<file path="src/rtl/instr_sequencer.sv">
// instr_sequencer: multi-cycle fetch/issue controller for the single-cycle
// R-type datapath. Fetches words over a req/valid handshake, holds them in an
// instruction register, pulses dp_we once per legal ADD/SUB and stops on EBREAK.
// Optional feature macro: ILLEGAL_TRAP_EN (illegal words halt instead of skip).
module instr_sequencer #(
    parameter int              PC_W     = 8,
    parameter logic [PC_W-1:0] RESET_PC = '0,
    parameter int              CNT_W    = 16
) (
    input  logic             clk,
    input  logic             rst,
    input  logic             start,
    output logic             imem_req,
    output logic [PC_W-1:0]  imem_addr,
    input  logic [31:0]      imem_rdata,
    input  logic             imem_valid,
    output logic [31:0]      dp_instr,
    output logic             dp_we,
    output logic             busy,
    output logic             halted,
    output logic [CNT_W-1:0] retired,
    output logic             illegal
);

    typedef enum logic [1:0] {
        S_IDLE,
        S_FETCH,
        S_EXEC,
        S_HALT
    } state_t;

    localparam logic [31:0] EBREAK = 32'h00100073;

    state_t           state, state_n;
    logic [PC_W-1:0]  pc, pc_n;
    logic [31:0]      ir, ir_n;
    logic [CNT_W-1:0] retired_n;
    logic             illegal_n;
    logic             ir_legal;
    logic             ir_ebreak;

    // Decode of the held instruction: only R-type ADD/SUB are issued.
    always_comb begin
        ir_legal  = (ir[6:0] == 7'b0110011) && (ir[14:12] == 3'b000) &&
                    ((ir[31:25] == 7'b0000000) || (ir[31:25] == 7'b0100000));
        ir_ebreak = (ir == EBREAK);
    end

    // State and datapath-facing registers; reset abandons any fetch in flight.
    always_ff @(posedge clk or posedge rst) begin
        if (rst) begin
            state   <= S_IDLE;
            pc      <= RESET_PC;
            ir      <= '0;
            retired <= '0;
            illegal <= '0;
        end else begin
            state   <= state_n;
            pc      <= pc_n;
            ir      <= ir_n;
            retired <= retired_n;
            illegal <= illegal_n;
        end
    end

    // Next-state and output decode; outputs depend only on registered state/ir.
    always_comb begin
        state_n   = state;
        pc_n      = pc;
        ir_n      = ir;
        retired_n = retired;
        illegal_n = illegal;
        imem_req  = 1'b0;
        dp_we     = 1'b0;
        busy      = 1'b0;
        halted    = 1'b0;
        case (state)
            S_IDLE: begin
                if (start) begin
                    pc_n      = RESET_PC;
                    retired_n = '0;
                    illegal_n = 1'b0;
                    state_n   = S_FETCH;
                end
            end
            S_HALT: begin
                halted = 1'b1;
                if (start) begin
                    pc_n      = RESET_PC;
                    retired_n = '0;
                    illegal_n = 1'b0;
                    state_n   = S_FETCH;
                end
            end
            S_FETCH: begin
                imem_req = 1'b1;
                busy     = 1'b1;
                if (imem_valid) begin
                    ir_n    = imem_rdata;
                    state_n = S_EXEC;
                end
            end
            S_EXEC: begin
                busy = 1'b1;
                if (ir_legal) begin
                    dp_we     = 1'b1;
                    retired_n = retired + CNT_W'(1);
                    pc_n      = pc + PC_W'(4);
                    state_n   = S_FETCH;
                end else if (ir_ebreak) begin
                    state_n = S_HALT;
                end else begin
                    illegal_n = 1'b1;
`ifdef ILLEGAL_TRAP_EN
                    state_n   = S_HALT;
`else
                    pc_n      = pc + PC_W'(4);
                    state_n   = S_FETCH;
`endif
                end
            end
            default: state_n = S_IDLE;
        endcase
    end

    assign imem_addr = pc;
    assign dp_instr  = ir;

endmodule

</file>
<file path="config.mk">
export PLATFORM = sky130hd
export DESIGN_NAME = instr_sequencer
export DESIGN_NICKNAME = d
export VERILOG_FILES = /design/src/rtl/instr_sequencer.sv
export SDC_FILE = /design/constraint.sdc
export NUM_CORES = 1
export LEC_CHECK = 0
export BUFFER_PORTS_ARGS = -buffer_cell sky130_fd_sc_hd__buf_2
export CAP_MARGIN = 30
export CORE_UTILIZATION = 40
export CTS_CLUSTER_SIZE = 24
export DETAILED_ROUTE_END_ITERATION = 10
export PLACE_DENSITY = 0.66
export SLEW_MARGIN = 20
export SYNTH_ARGS = -nofsm -noshare
export SYNTH_HDL_FRONTEND = slang
export SYNTH_SLANG_ARGS = --single-unit
</file>
<file path="constraint.sdc">
create_clock -name clk -period 2.4 [get_ports clk]
set_input_delay 0.36 -clock clk [delete_from_list [all_inputs] [get_ports clk]]
set_output_delay 0.36 -clock clk [all_outputs]
set_load 0.01 [all_outputs]
</file>
==> results of run 1 <==
==> repair_timing <==
item,in CTS,in global routing
setup endpoints to repair,0,1
buffers inserted,0,0
resized for setup,0,1
==> registers in the layout, indices dropped and copies added, names as in the netlist <==
signal,flops
state,2
imem_addr,6
dp_instr,32
illegal,1
retired,16
==> worst min path at each step <==
stage	startpoint	endpoint	slack, ns	cells after the start
6_report	rst	dp_instr[19]$_DFFE_PP0P_	0.11	2
5_1_grt	rst	dp_instr[10]$_DFFE_PP0P_	0.17	2
4_1_cts	rst	dp_instr[18]$_DFFE_PP0P_	0.14	2
3_5_place_dp	rst	dp_instr[19]$_DFFE_PP0P_	0.51	2
3_3_place_gp	retired[15]$_DFFE_PP0P_	retired[15]$_DFFE_PP0P_	0.49	1
2_1_floorplan	imem_rdata[18]	dp_instr[18]$_DFFE_PP0P_	0.51	1
==> where the power goes <==
group | internal [mW] | total (mW) | leakage (nW) | switching [mW]
Clock | 0.382 | 0.813 | 0.0898 | 0.431
Combinational | 0.742 | 1.61 | 0.895 | 0.868
Sequential | 1.28 | 1.53 | 0.721 | 0.249
==> layout make-up <==
class	count	area, um2	share of cell area (%)
clock buffers	9	124	3.47
clock inverters	7	56.3	1.58
multi-input cells	175	1290	36.2
flip-flops and latches	57	1430	40.0
repair buffers	99	508	14.2
well taps	96	120	3.36
inverters	11	41.3	1.16
==> layout by cell type, fill, tap and decap left out, types with 3 or more instances in the layout <==
cell,Yosys,layout
nand3_1,11,11
ha_1,6,6
nor2_1,14,14
a32o_1,4,4
or3_1,6,6
a21oi_1,9,8
mux2_2,32,32
inv_1,11,10
and4_1,4,4
buf_2,2,94
clkinv_4,0,4
nor3_1,3,3
o211ai_1,3,3
mux2i_1,3,3
o21ai_0,13,13
nand4_1,9,9
clkbuf_8,0,9
nor4_1,7,7
buf_4,2,5
nand2_1,20,20
dfrtp_1,57,57
==> layer usage <==
layer / track usage, % / vias to the layer above / part of all wire, %
li1: - / 1123 / -
met1: 23.9 / 1135 / 46
met2: 29.6 / 77 / 46
met3: 5.58 / 7 / 7.1
met4: 8.03 / 0 / 0.96
met5: 0 / - / 0
==> critical path, stage by stage, from the launching register on <==
cell and delay, ns:
dfrtp_1 0.39, nor4_2 0.33, nand4_1 0.37, nor3_1 0.36, buf_2 0.18
==> logic make-up after synthesis <==
logic type | count (synthesis) | synth area share [%]
multiplexers | 35 | 13.9
flip-flops | 57 | 50.8
AND/OR/NAND/NOR | 93 | 20.1
XOR/XNOR | 4 | 1.25
buffers and inverters | 20 | 3.30
AO/OA/AOI/OAI | 35 | 7.76
other | 1 | 0.134
adder cells (fa/ha/maj) | 6 | 2.68
==> results.tsv, run 1 <==
metric	value	unit
grt_max_degree	33	
crit_type	register to primary output	
wl_per_cell	14.3	um
fp.coreArea	6790	um2
critical_path.endpoint	dp_we	
total_power	3.95	mW
gr-total-overflow	0	
ys_seq_elements	57	
fill_cells	654	
route.detailed.drc	0	
hp-class	input port to async pin	
yosysTopAreaCell	dfrtp_1	
rows	30	
synth-edff-count	0	
synth.distinct_cells	45	
postRouteAntennaNets	0	
die_x	85.7	um
arrival	1.97	ns
gr-usage-all-layers	18.7	%
syn_area_per_cell	11.2	um2
stdcell_area	3570	um2
grt_pass1_vias	2334	
crit_start	dp_instr[25]$_DFFE_PP0P_	
synth_area_leaders	dfrtp_1, mux2_2, ha_1, nand2_1, o21ai_0	
cp_data_required_time	2.04	ns
setup_viol	0	
cts_root_buffer	clkbuf_8	
status	finished, final reports clean	
fin_crit_sh	97.0	%
r2r-start	state[0]$_DFFE_PP0P_	
place.gp.congestion	0.860	
async_flop_share	100	%
dr_total_vias	2342	
antenna_cells	0	
r2r_slack	0.33	ns
hold_ws	0.114	ns
fin_nets	395	
clk_pin_slew	0.08	ns
dieArea	7350	um2
grt_pass1_wl	10.7	mm
synth.yosys.seq_area_share	50.8	%
viasPerCell	5.16	
utilization	52.5	%
drtIter0Drc	120	
drt-total-wl	6.48	mm
ys_top_cells_by_count	dfrtp_1, mux2_2, nand2_1	
synth_flop_cell	dfrtp_1	
worst_clock_skew	0.00830	ns
drive_gt1_share	44.1	%
r2r-end	retired[15]$_DFFE_PP0P_	
synthesis.instances	251	
fin_ws	0.0712	ns
antenna_found_initial	0	
io_pins	97	
syn_to_final_growth	27.3	%
dp_hpwl	4.76	mm
start_util	41.3	%
cellLeakagePower	1.71	nW
final_hold_viol_count	0	
dp_cells	438	
synth_top_area_share	50.8	%
drtPass1Iterations	4	
drv_slew	0	
rsz0062_at_grt	no	
worst_skew_pair.late_latency	0.34	ns
fin_crit	2.33	ns
final_cells	454	
dpl_cell_area	3390	um2
reg2regPathDepth	7	
cts_buffers	9	
cts_tree	done	
p_per_area	1110	nW/um2
synth.most_common_cell	dfrtp_1	
pre_cts_slack	0.242	ns
clock-sinks	57	
ir_drop	0.000655	V
max_freq	429	MHz
yosys_warnings	0	
path_max_fanout	7	
start_kind	register	
tightest_slew	0.677	ns
max-cap-violations	0	
synth_area	2810	um2
die_y	85.7	um
cts_max_level	3	
setup_tns	0	ns
end_kind	primary output	
clockBufferDepth	2	
maxSlewHeadroom	54.8	%
portBuffers	94	
hold_buffers	0	
Power figures use the tool's default switching activity.
==> inputs of run 2 (changes only) <==
==> constraint.sdc (replaced) <==
create_clock -name clk -period 2.4 [get_ports clk]
set_input_delay 0.48 -clock clk [delete_from_list [all_inputs] [get_ports clk]]
set_output_delay 0.48 -clock clk [all_outputs]
set_load 0.01 [all_outputs]
==> run 2 against run 1 <==
Fmax increased by 7.5%. Register-to-register slack is essentially flat. Power grew 4.0%. Combinational power hardly changed. Final cell count is the same. Clock skew rose by 0.0017 ns. First-iteration DRC count rose by 15%. Critical endpoint unchanged.
==> results.tsv, run 2 (same netlist as run 1, synthesis figures left out) <==
metric	value	unit	change
worst_skew_pair.late_latency	0.34	ns	about the same
cp_common_cell	inv_1		
drtPass1Iterations	4		unchanged
fp.coreArea	6790	um2	unchanged
drt-total-wl	6.55	mm	was 6.48 mm
total_power	4.11	mW	was 3.95 mW
fill_cells	626		was 654
drive_gt1_share	43.9	%	was 44.1%
dp_cells	438		unchanged
maxSlewHeadroom	61.0	%	was 54.8%
utilization	53.2	%	was 52.5%
setup_tns	0	ns	unchanged
cts_buffers	9		unchanged
route.detailed.drc	0		unchanged
drtIter0Drc	138		was 120
drv_slew	0		unchanged
portBuffers	94		unchanged
grt_pass1_wl	11.3	mm	was 10.7 mm
clock-sinks	57		unchanged
fin_ws	0.234	ns	was 0.0712 ns
dpl_cell_area	3400	um2	was 3390 um2
stdcell_area	3610	um2	was 3570 um2
slowest_delay	0.43	ns	was 0.39 ns
cts.repair.resized	0		unchanged
viasPerCell	5.11		was 5.16
dp_hpwl	4.80	mm	was 4.76 mm
wl_met2	3.04	mm	was 2.98 mm
grt_pass1_vias	2405		was 2334
multi_input_area	1290	um2	unchanged
cts_root_buffer	clkbuf_8		unchanged
start_util	41.3	%	unchanged
rsz0062_at_grt	no		unchanged
worstPathCellList	inv_1, ha_1, inv_1, nor3_1, buf_2		was nor4_2, nand4_1, nor3_1, buf_2
fin_crit	2.17	ns	was 2.33 ns
hold_buffers	0		unchanged
gr-usage-all-layers	20.0	%	was 18.7%
gr-total-overflow	0		unchanged
clk_pin_slew	0.07	ns	was 0.08 ns
final_hold_viol_count	0		unchanged
die_y	85.7	um	unchanged
hp-class	input port to async pin		unchanged
clockBufferDepth	2		unchanged
grt_max_degree	48		was 33
cts_max_level	3		unchanged
pre_cts_slack	0.215	ns	was 0.242 ns
arrival	1.69	ns	was 1.97 ns
mostFrequentLayoutCells	buf_2, dfrtp_1, mux2_2		unchanged
dr_total_vias	2320		was 2342
die_x	85.7	um	unchanged
end_kind	primary output		unchanged
antenna_found_initial	0		unchanged
start_kind	register		unchanged
cp_top_family	flip-flops		was simple AND/OR/NAND/NOR gates
status	finished, final reports clean		unchanged
path_max_fanout	8		was 7
largest_reg_flops	32		unchanged
setup_viol	0		unchanged
wl_met1	2.99	mm	was 2.98 mm
postCtsSetupBuffers	0		unchanged
io_pins	97		unchanged
cts_tree	done		unchanged
worst-path-buf-inv	3		was 1
ir_drop	0.000663	V	was 0.000655 V
max_freq	462	MHz	was 429 MHz
antenna_cells	0		unchanged
postRouteAntennaNets	0		unchanged
wl_met3	421	um	was 458 um
routed.top_layer	met4		unchanged
hold_ws	0.0560	ns	was 0.114 ns
syn_to_final_growth	28.8	%	was 27.3%
rows	30		unchanged
dieArea	7350	um2	unchanged
fin_crit_sh	90.3	%	was 97.0%
crit_slowest_cell	dfrtp_1		unchanged
place.gp.congestion	0.779		was 0.860
crit_type	register to primary output		unchanged
max-cap-violations	0		unchanged
fin_nets	395		unchanged
layout_commonest_cell	buf_2		unchanged
cp_data_required_time	1.92	ns	was 2.04 ns
wl_per_cell	14.4	um	was 14.3 um
worst_clock_skew	0.0100	ns	was 0.00830 ns
cellLeakagePower	1.73	nW	was 1.71 nW
p_per_area	1140	nW/um2	was 1110 nW/um2
tightest_slew	0.582	ns	was 0.677 ns
final_cells	454		unchanged
regArea	1430	um2	unchanged
-- run 2: metal layers --
metal	GRT usage (%)	vias up
met3	7.22	11
met4	8.48	0
met1	24.9	1115
met5	0	-
li1	-	1125
met2	31.6	69
-- run 2: path summary, 6_finish.rpt --
path / cells after the start / slack (ns) / startpoint / endpoint
setup / recovery: 5 / 0.23 / state[0]$_DFFE_PP0P_ / dp_we
hold / removal: 2 / 0.06 / rst / dp_instr[18]$_DFFE_PP0P_
hold reg to reg: 1 / 0.52 / retired[15]$_DFFE_PP0P_ / retired[15]$_DFFE_PP0P_
min in group clk: 2 / 0.36 / imem_rdata[21] / dp_instr[21]$_DFFE_PP0P_
max in group asynchronous: 3 / 1.79 / rst / retired[15]$_DFFE_PP0P_
setup reg to reg: 7 / 0.33 / state[0]$_DFFE_PP0P_ / retired[15]$_DFFE_PP0P_
-- run 2: worst register-to-register path, delay by kind of cell (launching register included) --
family	cells	cell delay (ns)
AO/OA/AOI/OAI	3	0.44
adder cells (fa/ha/maj)	1	0.33
buffers and inverters	1	0.07
flip-flops	1	0.42
AND/OR/NAND/NOR	2	0.69
-- run 2: report_power, final --
group	switching, mW	leakage, nW	total (mW)	internal, mW
logic	0.871	0.899	1.61	0.743
registers	0.249	0.721	1.53	1.28
clock network	0.389	0.106	0.968	0.579
-- run 2: cell type report --
| cell class | count | area share (%) |
|---|---|---|
| clock buffer | 10 | 3.53 |
| clock inverter | 6 | 2.29 |
| inverter | 11 | 1.14 |
| multi-input combinational | 175 | 35.8 |
| sequential | 57 | 39.5 |
| tap | 96 | 3.33 |
| timing repair buffer | 99 | 14.4 |
==> inputs of run 3 (changes only) <==
--- a/config.mk
+++ b/config.mk
@@ -5,6 +5,7 @@
 export SDC_FILE = /design/constraint.sdc
 export NUM_CORES = 1
 export LEC_CHECK = 0
+export ABC_AREA = 1
 export BUFFER_PORTS_ARGS = -buffer_cell sky130_fd_sc_hd__buf_2
 export CAP_MARGIN = 30
 export CORE_UTILIZATION = 40
==> run 3 against run 2 <==
Power fell by 8.2%. Sequential power about the same. Final cell count is 17% higher. Routed wire length is 1.3% lower. Worst setup slack worse by 0.048 ns. Global-route usage shrank 1.5 points. Via count increased by 7.1%. Register-to-register slack better by 0.21 ns. Sequential share of layout area is 0.74 points lower. Critical path type unchanged.
==> results.tsv, run 3 <==
metric	value	unit	change
cts_buffers	9		unchanged
crit_type	register to primary output		unchanged
synthesis.instances	328		was 251
wl_met2	3.02	mm	was 3.04 mm
clk_pin_slew	0.07	ns	about the same
ir_drop	0.000671	V	was 0.000663 V
arrival	1.73	ns	was 1.69 ns
hp-class	input port to async pin		unchanged
status	finished, final reports clean		unchanged
r2r-start	state[0]$_DFFE_PP0P_		unchanged
synth_top_area_share	48.7	%	was 50.8%
synth-edff-count	0		unchanged
synth.distinct_cells	32		was 45
portBuffers	94		unchanged
largest_reg_flops	32		unchanged
start_util	42.2	%	was 41.3%
clock-sinks	57		unchanged
postCtsSetupBuffers	0		unchanged
synth.yosys.seq_area_share	48.7	%	was 50.8%
tightest_slew	0.564	ns	was 0.582 ns
async_flop_share	100	%	unchanged
yosys_warnings	0		unchanged
place.gp.congestion	0.805		was 0.779
dr_total_vias	2485		was 2320
synth_area	2930	um2	was 2810 um2
gr-usage-all-layers	18.5	%	was 20.0%
drtIter0Drc	80		was 138
viasPerCell	4.70		was 5.11
setup_viol	0		unchanged
start_kind	register		unchanged
cp_data_required_time	1.92	ns	about the same
antenna_cells	0		unchanged
cts.repair.resized	0		unchanged
max-cap-violations	0		unchanged
clockBufferDepth	2		unchanged
fin_nets	470		was 395
cts_root_buffer	clkbuf_8		unchanged
worst_clock_skew	0.00520	ns	was 0.0100 ns
dieArea	7670	um2	was 7350 um2
antenna_found_initial	0		unchanged
cts_tree	done		unchanged
cts_max_level	3		unchanged
stdcell_area	3680	um2	was 3610 um2
route.detailed.drc	0		unchanged
synth_flop_cell	dfrtp_1		unchanged
reg2regPathDepth	8		was 7
p_per_area	1030	nW/um2	was 1140 nW/um2
gr-total-overflow	0		unchanged
syn_area_per_cell	8.93	um2	was 11.2 um2
dpl_cell_area	3500	um2	was 3400 um2
fp.coreArea	6940	um2	was 6790 um2
fin_ws	0.186	ns	was 0.234 ns
rsz0062_at_grt	no		unchanged
die_y	87.6	um	was 85.7 um
dp_hpwl	4.88	mm	was 4.80 mm
ys_top_cells_by_count	nand2_1, dfrtp_1, nor2_1		was dfrtp_1, mux2_2, nand2_1
cellLeakagePower	1.88	nW	was 1.73 nW
path_max_fanout	13		was 8
drive_gt1_share	38.1	%	was 43.9%
maxSlewHeadroom	62.3	%	was 61.0%
drt-total-wl	6.47	mm	was 6.55 mm
synth.most_common_cell	nand2_1		was dfrtp_1
grt_pass1_wl	10.9	mm	was 11.3 mm
yosysTopAreaCell	dfrtp_1		unchanged
final_hold_viol_count	0		unchanged
io_pins	97		unchanged
routed.top_layer	met4		unchanged
fin_crit_sh	92.2	%	was 90.3%
grt_pass1_vias	2412		was 2405
mostFrequentLayoutCells	buf_2, nand2_1, dfrtp_1		was buf_2, dfrtp_1, mux2_2
grt_max_degree	35		was 48
pre_cts_slack	0.546	ns	was 0.215 ns
wl_met1	2.97	mm	was 2.99 mm
wl_per_cell	12.2	um	was 14.4 um
drtPass1Iterations	4		unchanged
die_x	87.6	um	was 85.7 um
hold_buffers	0		unchanged
rows	30		unchanged
utilization	53.0	%	was 53.2%
r2r_slack	0.54	ns	was 0.33 ns
worst_skew_pair.late_latency	0.33	ns	was 0.34 ns
setup_tns	0	ns	unchanged
fin_crit	2.21	ns	was 2.17 ns
max_freq	452	MHz	was 462 MHz
end_kind	primary output		unchanged
syn_to_final_growth	25.6	%	was 28.8%
layout_commonest_cell	buf_2		unchanged
postRouteAntennaNets	0		unchanged
drv_slew	0		unchanged
wl_met3	379	um	was 421 um
r2r-end	imem_addr[2]$_DFFE_PP0P_		was retired[15]$_DFFE_PP0P_
synth_area_leaders	dfrtp_1, mux2_2, nand2_1, nor2_1, nand3_1		was dfrtp_1, mux2_2, ha_1, nand2_1, o21ai_0
ys_seq_elements	57		unchanged
-- run 3: cell types whose count changed after synthesis, moves of 7 or more --
cell / previous run / this run
nand2_1: 20 / 87
nand3_1: 11 / 18
nand4_1: 9 / 2
inv_1: 11 / 21
nor4_1: 7 / 0
nor2_1: 14 / 45
nand2_2: 0 / 8
-- run 3: where the power goes --
| part | switching, mW | internal [mW] |
|---|---|---|
| combinational | 0.825 | 0.638 |
| clock | 0.391 | 0.425 |
| sequential | 0.225 | 1.27 |
| total | 1.44 | 2.33 |
-- run 3: stage by stage --
step | power (mW) | hold WS (ns) | std cells
after detailed placement | 2.99 | 0.496 | 513
after global placement | 2.95 | 0.491 | 513
after floorplan | 2.48 | 0.499 | 329
final | 3.77 | 0.195 | 529
after global routing | 4.03 | 0.252 | 529
after CTS | 3.82 | 0.215 | 529
-- run 3: layer usage --
metal  global-route usage [%]  vias to the layer above
li1                         -                     1254
met1                     22.7                     1150
met2                     31.1                       70
met3                     5.00                       11
met4                     7.15                        0
met5                        0                        -
-- run 3: worst max path at each step --
stage / startpoint / endpoint / slack [ns] / cells past startpoint
floorplan: rst / dp_instr[0]$_DFFE_PP0P_ / 0.52 / 1
global route: state[0]$_DFFE_PP0P_ / dp_we / 0.04 / 5
finish: state[0]$_DFFE_PP0P_ / dp_we / 0.19 / 5
detailed placement: state[0]$_DFFE_PP0P_ / dp_we / 0.55 / 5
CTS: state[0]$_DFFE_PP0P_ / dp_we / 0.16 / 5
global placement: state[0]$_DFFE_PP0P_ / dp_we / 0.59 / 5
-- run 3: kinds of logic after synthesis --
| logic type | Yosys count | synth area share (%) |
|---|---|---|
| simple gates | 174 | 25.7 |
| mux | 30 | 11.5 |
| fa+ha+maj | 6 | 2.56 |
| flops | 57 | 48.7 |
| compound gates | 19 | 3.84 |
| xor+xnor | 9 | 2.69 |
| buf+inv | 32 | 4.87 |
| other cells | 1 | 0.128 |
-- run 3: critical path, stage by stage, from the launching register on --
cell and delay, ns:
dfrtp_1 0.43, inv_1 0.08, ha_1 0.36, inv_2 0.20, nor2_2 0.18, buf_2 0.15
-- run 3: cell type report --
cell class	count	area (um2)
Tap cell	96	120
Timing Repair Buffer	96	498
Clock buffer	11	151
Sequential cell	57	1430
Fill cell	648	3260
Inverter	24	90.1
Clock inverter	5	30.0
Multi-Input combinational cell	240	1370
